--- src/rtl/game_sequencer.sv ---
// game_sequencer: frame/20 Hz tick generation, vpos[4] debounce strobe and
// the IDLE/RUN/OVER game state machine with a saturating 4-digit BCD score.
// Optional feature: define GAME_SEQUENCER_SPEEDUP_EN to derive o_speed from
// the score; otherwise o_speed is tied to 0.
//
// state | meaning
// IDLE  | waiting for the first button press, score held
// RUN   | game active, score counts on each 20 Hz tick
// OVER  | crash seen, score frozen until the next press
// 11    | unused encoding, returns to IDLE
module game_sequencer #(
    parameter int V_ACTIVE = 480,
    parameter int TICK_DIV = 3
) (
    input  logic        clk,
    input  logic        rst,
    input  logic [9:0]  i_hpos,
    input  logic [9:0]  i_vpos,
    input  logic        i_button,
    input  logic        i_crash,
    output logic        o_tick_60hz,
    output logic [1:0]  o_tick_20hz,
    output logic        o_debounce_en,
    output logic [1:0]  o_state,
    output logic        o_run_en,
    output logic        o_game_over_pulse,
    output logic [15:0] o_score,
    output logic [1:0]  o_speed
);

    typedef enum logic [1:0] {
        IDLE    = 2'b00,
        RUN     = 2'b01,
        OVER    = 2'b10,
        ILLEGAL = 2'b11
    } state_t;

    localparam logic [9:0] V_ACT      = 10'(V_ACTIVE);
    localparam logic [3:0] FRAME_LAST = 4'(TICK_DIV - 1);

    logic        tick60_q, tick60_d;
    logic [1:0]  tick20_q, tick20_d;
    logic [3:0]  frame_q, frame_d;
    logic        vpos4_q, vpos4_d;
    logic        deb_q, deb_d;
    logic        btn_q, btn_d;
    state_t      state_q, state_d;
    logic        over_pulse_q, over_pulse_d;
    logic [15:0] score_q, score_d;
    logic        press;

    // Saturating BCD increment; each digit rolls 9->0 and carries left.
    function automatic logic [15:0] bcd_inc(input logic [15:0] s);
        logic [15:0] r;
        logic        carry;
        r     = s;
        carry = 1'b1;
        if (s != 16'h9999) begin
            for (int i = 0; i < 4; i++) begin
                if (carry) begin
                    if (r[i*4 +: 4] == 4'd9) begin
                        r[i*4 +: 4] = 4'd0;
                    end else begin
                        r[i*4 +: 4] = r[i*4 +: 4] + 4'd1;
                        carry       = 1'b0;
                    end
                end
            end
        end
        return r;
    endfunction

    // Frame tick, 20 Hz two-phase pulse, vpos[4] edge strobe and button history.
    always_comb begin
        tick60_d = (i_hpos == 10'd0) && (i_vpos == V_ACT);
        frame_d  = frame_q;
        tick20_d = {tick20_q[0], 1'b0};
        if (tick60_q) begin
            if (frame_q == FRAME_LAST) begin
                frame_d     = 4'd0;
                tick20_d[0] = 1'b1;
            end else begin
                frame_d = frame_q + 4'd1;
            end
        end
        vpos4_d = i_vpos[4];
        deb_d   = i_vpos[4] & ~vpos4_q;
        btn_d   = i_button;
    end

    assign press = i_button & ~btn_q;

    // Game state next-state, score update and game-over strobe; crash beats press in RUN.
    always_comb begin
        state_d      = state_q;
        score_d      = score_q;
        over_pulse_d = 1'b0;
        case (state_q)
            IDLE, OVER: begin
                if (press) begin
                    state_d = RUN;
                    score_d = 16'h0000;
                end
            end
            RUN: begin
                if (i_crash) begin
                    state_d      = OVER;
                    over_pulse_d = 1'b1;
                end else if (tick20_q[0]) begin
                    score_d = bcd_inc(score_q);
                end
            end
            default: state_d = IDLE;
        endcase
    end

    // State and timing registers.
    always_ff @(posedge clk or posedge rst) begin
        if (rst) begin
            tick60_q     <= 1'b0;
            tick20_q     <= 2'b00;
            frame_q      <= 4'd0;
            vpos4_q      <= 1'b0;
            deb_q        <= 1'b0;
            btn_q        <= 1'b0;
            state_q      <= IDLE;
            over_pulse_q <= 1'b0;
            score_q      <= 16'h0000;
        end else begin
            tick60_q     <= tick60_d;
            tick20_q     <= tick20_d;
            frame_q      <= frame_d;
            vpos4_q      <= vpos4_d;
            deb_q        <= deb_d;
            btn_q        <= btn_d;
            state_q      <= state_d;
            over_pulse_q <= over_pulse_d;
            score_q      <= score_d;
        end
    end

`ifdef GAME_SEQUENCER_SPEEDUP_EN
    logic [1:0] speed_q, speed_d;

    // Speed level follows the next score so it updates in the same cycle as the score.
    always_comb begin
        speed_d = 2'd3;
        if (score_d[15:12] == 4'd0) begin
            if (score_d[11:8] < 4'd1) begin
                speed_d = 2'd0;
            end else if (score_d[11:8] < 4'd3) begin
                speed_d = 2'd1;
            end else if (score_d[11:8] < 4'd6) begin
                speed_d = 2'd2;
            end
        end
    end

    // Speed register.
    always_ff @(posedge clk or posedge rst) begin
        if (rst) begin
            speed_q <= 2'd0;
        end else begin
            speed_q <= speed_d;
        end
    end

    assign o_speed = speed_q;
`else
    assign o_speed = 2'd0;
`endif

    assign o_tick_60hz       = tick60_q;
    assign o_tick_20hz       = tick20_q;
    assign o_debounce_en     = deb_q;
    assign o_state           = state_q;
    assign o_run_en          = (state_q == RUN);
    assign o_game_over_pulse = over_pulse_q;
    assign o_score           = score_q;

endmodule

--- config.mk ---
export PLATFORM = sky130hd
export DESIGN_NAME = game_sequencer
export DESIGN_NICKNAME = d
export VERILOG_FILES = /design/src/rtl/game_sequencer.sv
export SDC_FILE = /design/constraint.sdc
export NUM_CORES = 1
export LEC_CHECK = 0
export BUFFER_PORTS_ARGS = -buffer_cell sky130_fd_sc_hd__buf_2
export CAP_MARGIN = 25
export CORE_MARGIN = 2
export CORE_UTILIZATION = 50
export CTS_CLUSTER_DIAMETER = 100
export DETAILED_ROUTE_END_ITERATION = 10
export GPL_ROUTABILITY_DRIVEN = 0
export PLACE_DENSITY = 0.87
export SLEW_MARGIN = 40
export SYNTH_ARGS = -nofsm -noshare
export SYNTH_HDL_FRONTEND = slang
export SYNTH_SLANG_ARGS = --single-unit
--- constraint.sdc ---
create_clock -name clk -period 2.1 [get_ports clk]
set_input_delay 0.105 -clock clk [delete_from_list [all_inputs] [get_ports clk]]
set_output_delay 0.105 -clock clk [all_outputs]
set_load 0.05 [all_outputs]
==> run metrics <==
status finished, final reports clean; leakage 0.996 nW; antenna-violating nets left 0; global-route usage over all layers 20.0%; vias in the first global route 1168; Clk Latency, worst-skew pair 330 ps; Final Hold Fails 0; Worst setup EP type flop; drt wl/cell 13.6 um; Worst slew margin 66.3%; diode count 0; Starting Density 51.7%; Die H 59.8 um; Worst Tran Pin Value 501 ps; Max-Cap Viols 0; Critical Path RT 2350 ps; cell count after synthesis 144; Startpoint Class primary input; fill count 231; Setup violations, final 0; total wire length 3.24 mm; worst slack, placed 305 ps; Tmin final 2020 ps; sequential area share after synthesis 46.7%; Slowest Stage Delay on Critical Path 580 ps; commonest non-fill, non-tap cells in the layout 47 x buf_2, 29 x dfrtp_1, 11 x o21ai_0, 9 x inv_1, 9 x nand2_1; CP startpoint i_hpos[8]; Setup Crit Path Kind in -> reg; setup TNS 0 ps; Post-synth EDFFs 0; Ports 50; clk sink count 29; fin nets 237; final slew viol count 0; Starting DRT DRC Count 73; worst-path cell with the longest stage delay dlygate4sd3_1; Post-Syn Area 0.00155 mm^2; total grt overflow 0; Yosys reg bits 29; Die X 59.8 um; area grow syn2layout 26.9%; CTS tree done; layout cells sized above 1 34.0%; die footprint 0.00357 mm^2; H-tree levels 2; global-route wire length before repair 5.10 mm; setup ws final 78.0 ps; DRC errors left 0; worst-path fanout max 1; PortBufs 47; P per Cell Area 778 mW/mm^2; most common cell after layout, fill and taps aside buf_2; unrepaired setup endpoints after global routing false; Yosys warnings 0; cell mode on critical path dlygate4sd3_1; worst r2r src o_score[1]; clk slew on worst S/H paths 80 ps; post-DR vias/cell 5.56; Post-CTS Setup Bufs 0; Synth Area per Inst 10.8 um^2; CTS Buf Count 5; via count 1330; Fin Clk Skew 7.51 ps; min-delay worst type in -> reg; initial antenna violation count 0; Initial DRT Pass Iterations 4; WP data arrival 2270 ps; Post-Route Utilization 65.7%; ys flop type dfrtp_1; Clock Tree Buf Depth 2; hold_sp i_vpos[1]; DP HPWL 2.33 mm; Final period util 96.3%; asr flop ratio synth 100%; Rows 20; crit path cell chain dlygate4sd3_1 > buf_2 > nor4_1 > dlygate4sd3_1 > nand2_1 > dlygate4sd3_1 > nor3_1; maximum vdd drop 544 uV; Max Clk Rate 495 MHz; CORE AREA 0.00300 mm^2; largest net degree at the start of global routing 30; Synth cell types 45; CTS Root Cell clkbuf_4
-- through the flow --
stage               instances  power, mW  cell area (um^2)  hold slack, ps
floorplan                 145      0.974              1560             136
global placement          224       1.06              1820             181
detailed placement        224       1.07              1820             184
CTS                       239       1.55              1970            3.24
global route              239       1.62              1970            8.60
finish                    239       1.53              1970            16.8
-- critical path, delay by kind of cell --
family,cells,cell delay (ps)
buf+inv,4,1840
simple gates,3,320
-- path summary, 6_finish.rpt --
check                           endpoint  cells after the start  slack (ps)
min in group asynchronous     o_score[1]                      4         400
setup / recovery             o_tick_60hz                      7          80
setup reg to reg              o_score[9]                      6         280
hold / removal               o_tick_60hz                      4          20
max in group asynchronous     o_score[5]                      4        1430
hold reg to reg            o_debounce_en                      1         400
-- area by class of cell --
class / count / area, um^2 / area share, %
sequential: 29 / 726 / 36.8
inverter: 9 / 33.8 / 1.71
timing repair buffer: 58 / 335 / 17.0
tap: 33 / 41.3 / 2.09
clock inverter: 1 / 30.0 / 1.52
multi-input combinational: 102 / 751 / 38.1
clock buffer: 7 / 55.1 / 2.79
-- synthesized netlist by cell type (2+ instances only) --
master / count / area [um^2]
nand3_1: 7 / 35.0
o31ai_1: 4 / 30.0
nand4b_1: 2 / 17.5
nor2_1: 7 / 26.3
buf_4: 3 / 22.5
nor4_1: 5 / 31.3
o2bb2ai_1: 2 / 17.5
dfrtp_1: 29 / 726
a21o_1: 2 / 15.0
nor4b_1: 2 / 17.5
o22ai_1: 3 / 18.8
nand3b_1: 3 / 22.5
inv_1: 9 / 33.8
ha_1: 8 / 100
nor3_1: 2 / 10.0
xnor2_1: 3 / 26.3
o21ai_0: 11 / 55.1
mux2i_1: 2 / 20.0
nand2_1: 9 / 33.8
o41ai_1: 6 / 52.6
-- cell families after synthesis --
kind of cell / synth area share [%]
flops: 46.7
mux: 2.01
compound gates: 15.1
simple gates: 22.0
buf+inv: 5.23
xor+xnor: 2.25
fa+ha+maj: 6.44
other cells: 0.241
-- state kept, by name, indices dropped and copies added (netlist names) --
name / count
btn_q: 1
frame_q: 4
o_debounce_en: 1
o_game_over_pulse: 1
o_score: 16
o_state: 2
o_tick_20hz: 2
o_tick_60hz: 1
vpos4_q: 1
-- report_power, final --
part	internal [mW]	total (mW)	leakage, nW	switching, mW
clock network	0.284	0.466	0.0455	0.182
registers	0.601	0.659	0.394	0.0582
logic	0.123	0.409	0.557	0.286
total	1.01	1.53	0.996	0.527
-- what timing repair did --
item | 4_1_cts | 5_1_grt
setup endpoints to repair | 0 | 0
hold endpoints to repair | 33 | 0
hold buffers | 7 | 0
gates resized for setup | 0 | 0
-- routing by layer --
metal	GRT usage (%)	share of wire, %	wire length, um
met4	13.3	1.7	55
met2	32.8	51	1650
met3	4.76	4.2	135
met5	0	0	0
met1	23.0	43	1400
Power figures use the tool's default switching activity.
